`src/rtl/anton_neopixel_frame_sequencer_pkg.sv`:
```
// Shared state encoding and sizing helpers for the NeoPixel frame sequencer.
// Status software decodes seqState with these values, so the encoding is fixed.
package anton_neopixel_frame_sequencer_pkg;

    localparam logic [2:0] ENUM_SEQ_IDLE   = 3'd0;
    localparam logic [2:0] ENUM_SEQ_INIT   = 3'd1;
    localparam logic [2:0] ENUM_SEQ_STREAM = 3'd2;
    localparam logic [2:0] ENUM_SEQ_SYNC   = 3'd3;
    localparam logic [2:0] ENUM_SEQ_GAP    = 3'd4;

    localparam int FRAME_GAP_DEFAULT = 0;

    typedef enum logic [2:0] {
        SEQ_IDLE   = ENUM_SEQ_IDLE,
        SEQ_INIT   = ENUM_SEQ_INIT,
        SEQ_STREAM = ENUM_SEQ_STREAM,
        SEQ_SYNC   = ENUM_SEQ_SYNC,
        SEQ_GAP    = ENUM_SEQ_GAP
    } seq_state_e;

    function automatic int gap_cnt_width(input int gap);
        return (gap < 1) ? 1 : $clog2(gap + 1);
    endfunction

endpackage

```
`src/rtl/anton_neopixel_gap_timer.sv`:
```
// Inter-frame gap down-counter: start loads GAP, expired flags the last gap cycle.
// Occupying the GAP state for exactly GAP cycles needs expiry at count 1, not 0.
module anton_neopixel_gap_timer
    import anton_neopixel_frame_sequencer_pkg::*;
#(
    parameter int GAP = 1,
    parameter int W   = gap_cnt_width(GAP)
) (
    input  logic clk_i,
    input  logic reset_i,
    input  logic start_i,
    output logic expired_o
);

    localparam logic [W-1:0] LOAD = W'(GAP);

    logic [W-1:0] cnt_q;

    always_ff @(posedge clk_i) begin
        if (reset_i) begin
            cnt_q <= '0;
        end else if (start_i) begin
            cnt_q <= LOAD;
        end else if (cnt_q != '0) begin
            cnt_q <= cnt_q - W'(1);
        end
    end

    assign expired_o = (cnt_q == W'(1));

endmodule

```
`src/rtl/anton_neopixel_frame_sequencer.sv`:
```
// Frame-level controller: init/run handshakes, latch wait, optional gap, frame count.
// Bank swapping is built only when ANTON_NEOPIXEL_DOUBLE_BUFFER_EN is defined.
module anton_neopixel_frame_sequencer
    import anton_neopixel_frame_sequencer_pkg::*;
#(
    parameter int FRAME_GAP  = FRAME_GAP_DEFAULT,
    parameter int COUNT_BITS = 16
) (
    input  logic                  clk6_4mhz,
    input  logic                  reset,
    input  logic                  regCtrlInit,
    input  logic                  regCtrlRun,
    input  logic                  regCtrlLoop,
    input  logic                  startPulse,
    input  logic                  streamPixelOf,
    input  logic                  streamSyncOf,
    input  logic                  initSlowDone,
`ifdef ANTON_NEOPIXEL_DOUBLE_BUFFER_EN
    input  logic                  swapReq,
    output logic                  bankSelect,
`endif
    output logic                  initSlow,
    output logic                  streamRun,
    output logic                  frameDone,
    output logic                  busy,
    output logic [COUNT_BITS-1:0] frameCount,
    output logic [2:0]            seqState
);

    seq_state_e            state_q, state_d;
    logic                  pend_q, pend_d;
    logic                  frame_done_d;
    logic                  gap_expired;
    logic                  init_q, run_q, done_q, busy_q;
    logic [COUNT_BITS-1:0] count_q;

    always_comb begin
        state_d      = state_q;
        pend_d       = pend_q;
        frame_done_d = 1'b0;
        case (state_q)
            SEQ_IDLE: begin
                if (regCtrlRun && (regCtrlLoop || pend_q || startPulse)) begin
                    state_d = SEQ_STREAM;
                end
            end
            SEQ_INIT: begin
                if (initSlowDone) begin
                    state_d = SEQ_IDLE;
                end
            end
            SEQ_STREAM: begin
                if (!regCtrlRun) begin
                    state_d = SEQ_INIT;
                end else if (streamPixelOf) begin
                    state_d = SEQ_SYNC;
                end
            end
            SEQ_SYNC: begin
                // The latch period ending means the frame is complete, whatever else happens now.
                if (streamSyncOf) begin
                    frame_done_d = 1'b1;
                    if (regCtrlRun && regCtrlLoop) begin
                        state_d = (FRAME_GAP > 0) ? SEQ_GAP : SEQ_STREAM;
                    end else if (pend_q) begin
                        state_d = SEQ_STREAM;
                    end else begin
                        state_d = SEQ_IDLE;
                    end
                end
                if (!regCtrlRun) begin
                    state_d = SEQ_INIT;
                end
            end
            SEQ_GAP: begin
                if (!regCtrlRun) begin
                    state_d = SEQ_INIT;
                end else if (gap_expired) begin
                    state_d = regCtrlLoop ? SEQ_STREAM : SEQ_IDLE;
                end
            end
            default: state_d = SEQ_IDLE;
        endcase
        if (regCtrlInit) begin
            state_d = SEQ_INIT;
        end
        if (state_d == SEQ_STREAM && state_q != SEQ_STREAM) begin
            pend_d = 1'b0;
        end
        // A start that launches a frame straight from IDLE is consumed, not queued.
        if (startPulse && !(state_q == SEQ_IDLE && state_d == SEQ_STREAM)) begin
            pend_d = 1'b1;
        end
    end

    always_ff @(posedge clk6_4mhz) begin
        if (reset) begin
            state_q <= SEQ_IDLE;
            pend_q  <= 1'b0;
            init_q  <= 1'b0;
            run_q   <= 1'b0;
            done_q  <= 1'b0;
            busy_q  <= 1'b0;
            count_q <= '0;
        end else begin
            state_q <= state_d;
            pend_q  <= pend_d;
            init_q  <= (state_d == SEQ_INIT);
            run_q   <= (state_d == SEQ_STREAM) || (state_d == SEQ_SYNC);
            busy_q  <= (state_d != SEQ_IDLE);
            done_q  <= frame_done_d;
            if (frame_done_d) begin
                count_q <= count_q + COUNT_BITS'(1);
            end
        end
    end

    generate
        if (FRAME_GAP > 0) begin : g_gap
            anton_neopixel_gap_timer #(
                .GAP (FRAME_GAP)
            ) u_gap_timer (
                .clk_i     (clk6_4mhz),
                .reset_i   (reset),
                .start_i   (state_q == SEQ_SYNC && state_d == SEQ_GAP),
                .expired_o (gap_expired)
            );
        end else begin : g_no_gap
            assign gap_expired = 1'b1;
        end
    endgenerate

`ifdef ANTON_NEOPIXEL_DOUBLE_BUFFER_EN
    logic bank_q, swap_pend_q, swap_now;

    // Only an already-pending request is honoured, so one arriving on the boundary waits.
    assign swap_now = swap_pend_q &&
                      (frame_done_d || state_q == SEQ_IDLE || state_q == SEQ_INIT);

    always_ff @(posedge clk6_4mhz) begin
        if (reset) begin
            bank_q      <= 1'b0;
            swap_pend_q <= 1'b0;
        end else begin
            bank_q      <= bank_q ^ swap_now;
            swap_pend_q <= (swap_pend_q && !swap_now) || swapReq;
        end
    end

    assign bankSelect = bank_q;
`endif

    assign initSlow   = init_q;
    assign streamRun  = run_q;
    assign frameDone  = done_q;
    assign busy       = busy_q;
    assign frameCount = count_q;
    assign seqState   = state_q;

endmodule

```
`config.mk`:
```
export PLATFORM = sky130hd
export DESIGN_NAME = anton_neopixel_frame_sequencer
export DESIGN_NICKNAME = d
export VERILOG_FILES = /design/src/rtl/anton_neopixel_frame_sequencer_pkg.sv /design/src/rtl/anton_neopixel_gap_timer.sv /design/src/rtl/anton_neopixel_frame_sequencer.sv
export SDC_FILE = /design/constraint.sdc
export NUM_CORES = 1
export LEC_CHECK = 0
export CORE_MARGIN = 3
export CORE_UTILIZATION = 35
export CTS_CLUSTER_DIAMETER = 50
export DETAILED_ROUTE_END_ITERATION = 8
export GPL_ROUTABILITY_DRIVEN = 1
export GPL_TIMING_DRIVEN = 1
export PLACE_DENSITY_LB_ADDON = 0.1
export SLEW_MARGIN = 10
export SYNTH_ARGS = -nofsm -noshare
export SYNTH_HDL_FRONTEND = slang
export SYNTH_HIERARCHICAL = 1
export SYNTH_SLANG_ARGS = --single-unit
```
`constraint.sdc`:
```
create_clock -name clk6_4mhz -period 2.9 [get_ports clk6_4mhz]
set_input_delay 0.435 -clock clk6_4mhz [delete_from_list [all_inputs] [get_ports clk6_4mhz]]
set_output_delay 0.435 -clock clk6_4mhz [all_outputs]
set_load 0.02 [all_outputs]
```
==> qor.csv, run 1 <==
stage,metric,value,unit
yosys,synth-seq-cells,24,
power,seq_power_share,53.2,%
final_layout,final_cell_area,1535,µm²
worst_hold_path,hold_start,frameCount[15],
yosys,muxShareOfSynthArea,0,%
flow_run,maxCapViolations,0,
sta,finalCritPeriodShare,71.20,%
floorplanning,die_area,4009,µm²
floorplanning,rows,20,
route,remaining_drc_errors,0,
sta,fmax,0.4843,GHz
critical_path,crit_fanout,12,
critical_path,crit_path_start_kind,flop,
route,post_drt_wl_per_cell,12.14,µm
route,drt_pre_antenna_iters,4,
critical_path,end_kind,primary output,
clock_tree,cts_tree,yes,
yosys,synth-adder-area-share,1.088,%
worst_hold_path,hold_class,reg2reg,
route,final_antenna_net_count,0,
final_layout,drive_above_1_share,6.962,%
yosys,synth_edf_count,0,
global_route,grt_pass1_vias,936,
global_route,grt_max_degree,24,
sta,hold_violations,0,
final_layout,final_cells,202,
outcome,status,completed,
critical_path,critPathMaxStageDelay,690,ps
global_route,overflow,0,
power,p_per_area,421.6,nW/µm²
floorplanning,die_h,63.32,µm
critical_path,setup.reg_to_reg.worst_slack,1030,ps
global_route,grt.total_usage,12.69,%
critical_path,critPathBufInv,1,
place,io_buffers,31,
critical_path,critical_path_required,2470,ps
clock_tree,post_cts_resized,0,
final_layout,nFillCells,326,
floorplanning,core,3103,µm²
global_route,antenna_found_initial,0,
clock_tree,hold_buffers,0,
route,drt-total-wl,2453,µm
sta,clock_skew,10.76,ps
critical_path,path_class,reg2out,
critical_path,crit_slowest_cell,clkdlybuf4s50_1,
critical_path,critPathTopFamily,buffers and inverters,
yosys,synth.most_common_cell,dfxtp_1,
power,vdd.ir_drop.worst,296.8,µV
power,switching_power,0.1395,mW
sta,setup_ws,835.3,ps
clock_tree,clk_latency,320,ps
yosys,synthCells,128,
floorplanning,initial_core_util,37.06,%
yosys,synth_async_sr_flop_share,0,%
yosys,synthTopCellsByCount,"dfxtp_1 (24), nor2_1 (13), a21oi_1 (11), nand2_1 (7), nand4_1 (5)",
clock_tree,numCtsBuffers,3,
place,pre_cts_slack,634.6,ps
yosys,ys.flop_type,dfxtp_1,
yosys,syn_area_per_cell,8.983,µm²
sta,finalSetupViolations,0,
power,leakagePower,0.5361,nW
place,dp_cells,198,
critical_path,worst_r2r_endpoint,frameCount[12],
clock_tree,clk_pin_slew,140,ps
final_layout,syn_to_final_growth,33.51,%
yosys,syn_area,1150,µm²
yosys,synth_fp_nets,138,
place,place_congestion,0.7984,
place,place_area,1483,µm²
sta,fin_setup_tns,0,ps
critical_path,r2r_cells,4,
route,viasPerCell,5.149,
yosys,synthXorXnorAreaFrac,6.094,%
sta,finalMaxSlewViolations,0,
critical_path,cp.depth,1,
yosys,synth_top_family_by_area,simple AND/OR/NAND/NOR gates,
route,vias,1040,
yosys,yosysTopAreaCell,dfxtp_1,
critical_path,crit_chain,clkdlybuf4s50_1,
power,intPower,0.5078,mW
yosys,synth_top_area_share,41.78,%
worst_hold_path,hold_depth,2,
floorplanning,io_pins,32,
sta,period_minus_slack,2065,ps
yosys,synth-simple-area-share,29.27,%
power,sw_frac_of_total,21.55,%
worst_hold_path,whs_endpoint,frameCount[15],
yosys,synth_compound_area_share,16.65,%
yosys,ys_top_cells_by_area,"dfxtp_1 (42%), a21oi_1 (4.8%), nor2_1 (4.2%), xnor2_1 (3.0%), xor2_1 (3.0%)",
clock_tree,h-tree-depth,1,
yosys,post_synth_num_cell_types,41,
clock_tree,clockBufferDepth,2,
final_layout,n_antenna_cell,0,
yosys,ys_warn_count,6,
final_layout,nets,169,
power,power_frac_comb,9.5,%
yosys,yosysSeqAreaShare,41.78,%
place,dp_hpwl,1736,µm
route,first_iter_violations,44,
power,clockPowerShare,37.3,%
clock_tree,cts_root_buffer,clkbuf_4,
sta,finalHoldWorstSlack,492.8,ps
global_route,grt_pass1_wl,4236,µm
critical_path,r2r_start,seqState[1],
clock_tree,cts_setup_buffers,0,
floorplanning,die_x,63.32,µm
sta,rsz0062_at_grt,no,
clock_tree,cts_sinks,24,
critical_path,cp.arrival,1630,ps
layout make-up:
cell class	count	area (µm²)	share of cell area [%]
repair buffers	32	317.8	20.70
well taps	44	55.05	3.586
multi-input cells	94	614.3	40.02
clock inverters	1	30.03	1.956
inverters	4	15.01	0.9780
flip-flops and latches	24	480.5	31.30
clock buffers	3	22.52	1.467
placed cells by master, fill, tap and decap left out, types with 4 or more instances in the layout:
| cell type | instances |
|---|---|
| o31ai_1 | 4 |
| nand4_1 | 5 |
| nand2_1 | 7 |
| nor2_1 | 13 |
| or4_1 | 4 |
| xnor2_1 | 4 |
| a21oi_1 | 11 |
| xor2_1 | 4 |
| clkdlybuf4s50_1 | 31 |
| dfxtp_1 | 24 |
| inv_1 | 4 |
metal layers:
metal  global-route usage, %  part of all wire (%)  up-vias
met5                       0                     0        -
met4                   2.156                  0.65        0
met3                   4.100                   6.6        2
met2                   18.71                    41       31
met1                   18.26                    52      481
li1                        -                     -      526
state kept, by name, summed over array words and instances (netlist names):
| register | count |
|---|---|
| initSlow | 1 |
| seqState | 3 |
| frameCount | 16 |
| streamRun | 1 |
| busy | 1 |
| pend_q | 1 |
| frameDone | 1 |
through the flow:
| step | utilization [%] | power (mW) |
|---|---|---|
| 2_1_floorplan | - | 0.3840 |
| 3_3_place_gp | 47.78 | 0.4121 |
| 3_5_place_dp | 47.78 | 0.4129 |
| 4_1_cts | 49.48 | 0.6533 |
| 5_1_grt | 49.48 | 0.6719 |
| 6_report | 49.48 | 0.6473 |
worst max-delay path by stage:
stage | from | end
after detailed placement | streamSyncOf | frameCount[13]
after global routing | seqState[1] | seqState[1]
after global placement | streamSyncOf | frameCount[13]
after floorplan | seqState[0] | frameCount[13]
after CTS | seqState[1] | seqState[1]
final | seqState[1] | seqState[1]
logic make-up after synthesis:
family                     Yosys count
buffers and inverters               10
xor gates and xnor gates             8
other                                1
and+or+nand+nor                     55
adders and majority gates            1
DFF                                 24
AOI/OAI and AO/OA                   29
power groups by stage:
stage | clock network (mW) | registers [mW] | logic [mW]
final | 0.242 | 0.344 | 0.0614
after global routing | 0.259 | 0.346 | 0.0666
after floorplan | 0 | 0.355 | 0.0289
after CTS | 0.247 | 0.344 | 0.0615
after global placement | 0 | 0.351 | 0.0608
after detailed placement | 0 | 0.351 | 0.0614
Note: power is estimated with default switching activity, not from simulation.
==> run 2, diff against run 1 <==
==> constraint.sdc (replaced) <==
create_clock -name clk6_4mhz -period 2 [get_ports clk6_4mhz]
set_input_delay 0.3 -clock clk6_4mhz [delete_from_list [all_inputs] [get_ports clk6_4mhz]]
set_output_delay 0.3 -clock clk6_4mhz [all_outputs]
set_load 0.02 [all_outputs]
==> run 2 against run 1 <==
Effect of this change:
- total power rose by 45%
- cell count increased by 4.0%
- combinational power up 50%
- routed wire length grew 6.2%
- die area unchanged
- largest cell class unchanged
==> qor.csv, run 2 (same netlist as run 1, synthesis figures left out) <==
stage,metric,value,unit
power,clockPowerShare,37.0,%
final_layout,final_common_cell,clkdlybuf4s50_1,
sta,rsz0062_at_grt,no,
route,first_iter_violations,27,
flow_run,maxCapViolations,0,
sta,setup_ws,96.26,ps
worst_hold_path,hold_class,reg2reg,
worst_hold_path,hold_start,frameCount[8],
clock_tree,cts_tree,yes,
critical_path,critPathMaxStageDelay,690,ps
route,post_drt_wl_per_cell,12.40,µm
sta,finalCritPeriodShare,95.19,%
global_route,met1_usage,19.32,%
place,io_buffers,31,
global_route,grt.total_usage,14.42,%
sta,fin_setup_tns,0,ps
power,p_per_area,588.8,nW/µm²
critical_path,critical_path_required,1700,ps
power,switching_power,0.2004,mW
floorplanning,die_h,63.32,µm
final_layout,syn_to_final_growth,38.74,%
critical_path,crit_slowest_cell,clkdlybuf4s50_1,
critical_path,crit_fanout,12,
sta,finalHoldWorstSlack,511.3,ps
route,final_antenna_net_count,0,
global_route,grt_pass1_vias,1044,
power,intPower,0.7389,mW
floorplanning,rows,20,
critical_path,cp-startpoint,seqState[1],
global_route,met2_usage,23.72,%
sta,hold_violations,0,
sta,period_minus_slack,1904,ps
place,place_area,1528,µm²
final_layout,largest_register_ffs,16,
final_layout,final_cell_area,1595,µm²
route,remaining_drc_errors,0,
floorplanning,core,3103,µm²
clock_tree,clk_latency,320,ps
place,dp_hpwl,1910,µm
final_layout,final_cell_mix,"clkdlybuf4s50_1 (31), dfxtp_1 (24), nor2_1 (13)",
final_layout,drive_above_1_share,11.45,%
critical_path,end_kind,primary output,
floorplanning,io_pins,32,
critical_path,path_class,reg2out,
clock_tree,cts_setup_buffers,0,
sta,finalMaxSlewViolations,0,
clock_tree,clk_pin_slew,130,ps
power,vdd.ir_drop.worst,424.3,µV
route,drt-total-wl,2605,µm
power,sw_frac_of_total,21.33,%
critical_path,critPathTopFamily,buffers and inverters,
floorplanning,die_area,4009,µm²
clock_tree,post_cts_resized,0,
critical_path,critPathBufInv,1,
power,leakagePower,0.5732,nW
place,pre_cts_slack,-44.57,ps
critical_path,crit_path_start_kind,flop,
clock_tree,hold_buffers,0,
clock_tree,numCtsBuffers,3,
final_layout,final_cells,210,
global_route,grt_max_degree,20,
route,viasPerCell,5.224,
sta,finalSetupViolations,0,
final_layout,nets,177,
place,place_congestion,0.7578,
route,drt_pre_antenna_iters,4,
power,power_frac_comb,9.8,%
global_route,use_met3,3.743,%
clock_tree,h-tree-depth,1,
global_route,overflow,0,
sta,fmax,0.5253,GHz
route,vias,1097,
place,dp_cells,204,
critical_path,r2r_start,seqState[1],
clock_tree,cts_root_buffer,clkbuf_4,
critical_path,cp.arrival,1600,ps
global_route,antenna_found_initial,0,
outcome,status,completed,
floorplanning,initial_core_util,37.06,%
clock_tree,cts_sinks,24,
clock_tree,clockBufferDepth,2,
sta,clock_skew,5.156,ps
final_layout,n_antenna_cell,0,
power,seq_power_share,53.1,%
global_route,grt_pass1_wl,4719,µm
global_route,busiest_layer,met2,
critical_path,crit_chain,clkdlybuf4s50_1,
floorplanning,die_x,63.32,µm
-- run 2: cell count changes in the layout (fill, tap and decap cells not counted), sizes merged --
cell	before	now
buf	1	9
-- run 2: layer usage --
metal | vias to the layer above | part of all wire [%]
li1 | 545 | -
met1 | 519 | 48
met2 | 30 | 46
met3 | 3 | 5.0
met4 | 0 | 0.42
met5 | - | 0
-- run 2: area by class of cell --
cell class	instances	area, µm²
fillers	325	1508
multi-input cells	94	614.3
flip-flops and latches	24	480.5
repair buffers	40	377.9
well taps	44	55.05
clock inverters	1	30.03
clock buffers	3	22.52
inverters	4	15.01
-- run 2: worst paths after layout --
path | end | slack (ps) | depth (start not counted)
setup / recovery | seqState[1] | 100 | 1
hold reg to reg | frameCount[8] | 510 | 2
hold / removal | frameCount[8] | 510 | 2
setup reg to reg | frameCount[13] | 190 | 4
-- run 2: power groups by stage --
stage	sequential, mW	combinational (mW)	clock (mW)
global placement	0.509	0.0913	0
detailed placement	0.510	0.0929	0
global route	0.501	0.102	0.385
finish	0.499	0.0924	0.348
CTS	0.499	0.0931	0.360
floorplan	0.515	0.0420	0
-- run 2: metrics by stage --
stage                     util (%)  power [mW]
after floorplan                  -      0.5567
after global placement       49.23      0.6007
after detailed placement     49.23      0.6026
after CTS                    50.93      0.9526
after global routing         51.41      0.9880
final                        51.41      0.9393
==> run 3, diff against run 2 <==
--- a/config.mk
+++ b/config.mk
@@ -6,7 +6,7 @@
 export NUM_CORES = 1
 export LEC_CHECK = 0
 export CORE_MARGIN = 3
-export CORE_UTILIZATION = 35
+export CORE_UTILIZATION = 40
 export CTS_CLUSTER_DIAMETER = 50
 export DETAILED_ROUTE_END_ITERATION = 8
 export GPL_ROUTABILITY_DRIVEN = 1
==> run 3 against run 2 <==
Effect of this change:
- critical path depth unchanged
- fmax increased by 2.6%
- routed wire length increased by 6.6%
- core utilization increased by 8.5 points
- register-to-register slack got worse by 40 ps
- die area decreased by 11%
- combinational power increased by 0.4%
- cell count decreased by 7.6%
- clock power increased by 4%
- clock-buffer cell count unchanged
- setup slack improved by 48 ps
- critical endpoint is now seqState[0]
- largest power group unchanged
==> qor.csv, run 3 (same netlist as run 1, synthesis figures left out) <==
stage,metric,value,unit
outcome,status,completed,
sta,fin_setup_tns,0,ps
clock_tree,clockBufferDepth,2,
critical_path,critical_path_required,1700,ps
floorplanning,core,2613,µm²
clock_tree,clk_latency,330,ps
worst_hold_path,hold_class,reg2reg,
global_route,grt.total_usage,17.41,%
clock_tree,h-tree-depth,1,
clock_tree,cts_setup_buffers,0,
place,io_buffers,31,
flow_run,maxCapViolations,0,
sta,rsz0062_at_grt,no,
critical_path,crit_fanout,10,
clock_tree,cts_root_buffer,clkbuf_4,
power,leakagePower,0.5654,nW
place,dp_hpwl,1958,µm
final_layout,syn_to_final_growth,36.02,%
global_route,antenna_found_initial,0,
global_route,grt_max_degree,20,
power,p_per_area,610.4,nW/µm²
place,place_area,1510,µm²
final_layout,final_cell_area,1564,µm²
final_layout,drive_above_1_share,10.98,%
final_layout,nets,175,
critical_path,end_kind,primary output,
clock_tree,cts_sinks,24,
route,vias,1089,
route,first_iter_violations,27,
clock_tree,clk_pin_slew,150,ps
critical_path,crit_chain,clkdlybuf4s50_1,
final_layout,final_common_cell,clkdlybuf4s50_1,
global_route,grt_pass1_wl,4643,µm
route,drt_pre_antenna_iters,4,
global_route,overflow,0,
final_layout,n_antenna_cell,0,
critical_path,critPathBufInv,1,
floorplanning,die_area,3554,µm²
clock_tree,cts_tree,yes,
critical_path,crit_path_start_kind,flop,
critical_path,path_class,reg2out,
floorplanning,initial_core_util,44.01,%
route,viasPerCell,5.613,
floorplanning,die_h,59.62,µm
route,final_antenna_net_count,0,
floorplanning,die_x,59.62,µm
critical_path,setup.reg_to_reg.worst_slack,150,ps
floorplanning,io_pins,32,
sta,period_minus_slack,1856,ps
place,place_congestion,0.7254,
route,drt-total-wl,2777,µm
sta,fmax,0.5389,GHz
route,post_drt_wl_per_cell,14.31,µm
clock_tree,numCtsBuffers,3,
floorplanning,rows,18,
sta,hold_violations,0,
sta,finalSetupViolations,0,
sta,clock_skew,9.252,ps
sta,finalCritPeriodShare,92.78,%
route,remaining_drc_errors,0,
critical_path,critPathTopFamily,buffers and inverters,
power,vdd.ir_drop.worst,518.9,µV
global_route,grt_pass1_vias,1008,
critical_path,critPathMaxStageDelay,680,ps
critical_path,crit_slowest_cell,clkdlybuf4s50_1,
final_layout,final_cell_mix,"clkdlybuf4s50_1 (31), dfxtp_1 (23), nor2_1 (13)",
final_layout,largest_register_ffs,16,
sta,finalMaxSlewViolations,0,
critical_path,cp.arrival,1560,ps
[run 3: cell types whose count changed in the layout (fill, tap and decap cells not counted), sizes merged]
cell / before / now
buf: 9 / 7
[run 3: path summary, 6_finish.rpt]
path | start | endpoint | cells past startpoint
worst max-delay path | seqState[0] | seqState[0] | 1
worst min-delay path | frameCount[14] | frameCount[14] | 2
worst max register to register | frameCount[4] | frameCount[14] | 4
worst min register to register | frameCount[14] | frameCount[14] | 2
[run 3: repair_timing]
action / 4_1_cts / 5_1_grt
resized for setup: 0 / 1
hold endpoints to repair: 0 / 0
hold buffers: 0 / 0
endpoints found under the setup margin: 0 / 1
[run 3: final cells by class]
cell class,count,area [µm²]
Clock buffer,3,22.52
Clock inverter,1,30.03
Fill cell,250,1049
Inverter,4,15.01
Multi-Input combinational cell,94,614.3
Sequential cell,24,481.7
Tap cell,30,37.54
Timing Repair Buffer,38,362.8
[run 3: metal layers]
metal,part of all wire [%],global-route usage (%)
met1,47,21.59
met2,47,29.02
met3,4.5,2.832
met4,1.9,8.544
met5,0,0
[run 3: power by group]
group	switching [mW]	internal [mW]
Sequential	0.0115	0.488
Combinational	0.0441	0.0487
Clock	0.160	0.203
[run 3: through the flow]
step                power [mW]  worst slack [ps]  std cells  hold WS [ps]  util [%]
floorplan               0.5567             210.8        128         372.1         -
global placement        0.6003             52.00        190         467.8     57.81
detailed placement      0.6030             23.33        190         486.8     57.81
CTS                     0.9547             72.29        194         507.0     59.82
global route            0.9827             30.05        194         530.3     59.87
finish                  0.9546             144.3        194         507.1     59.87
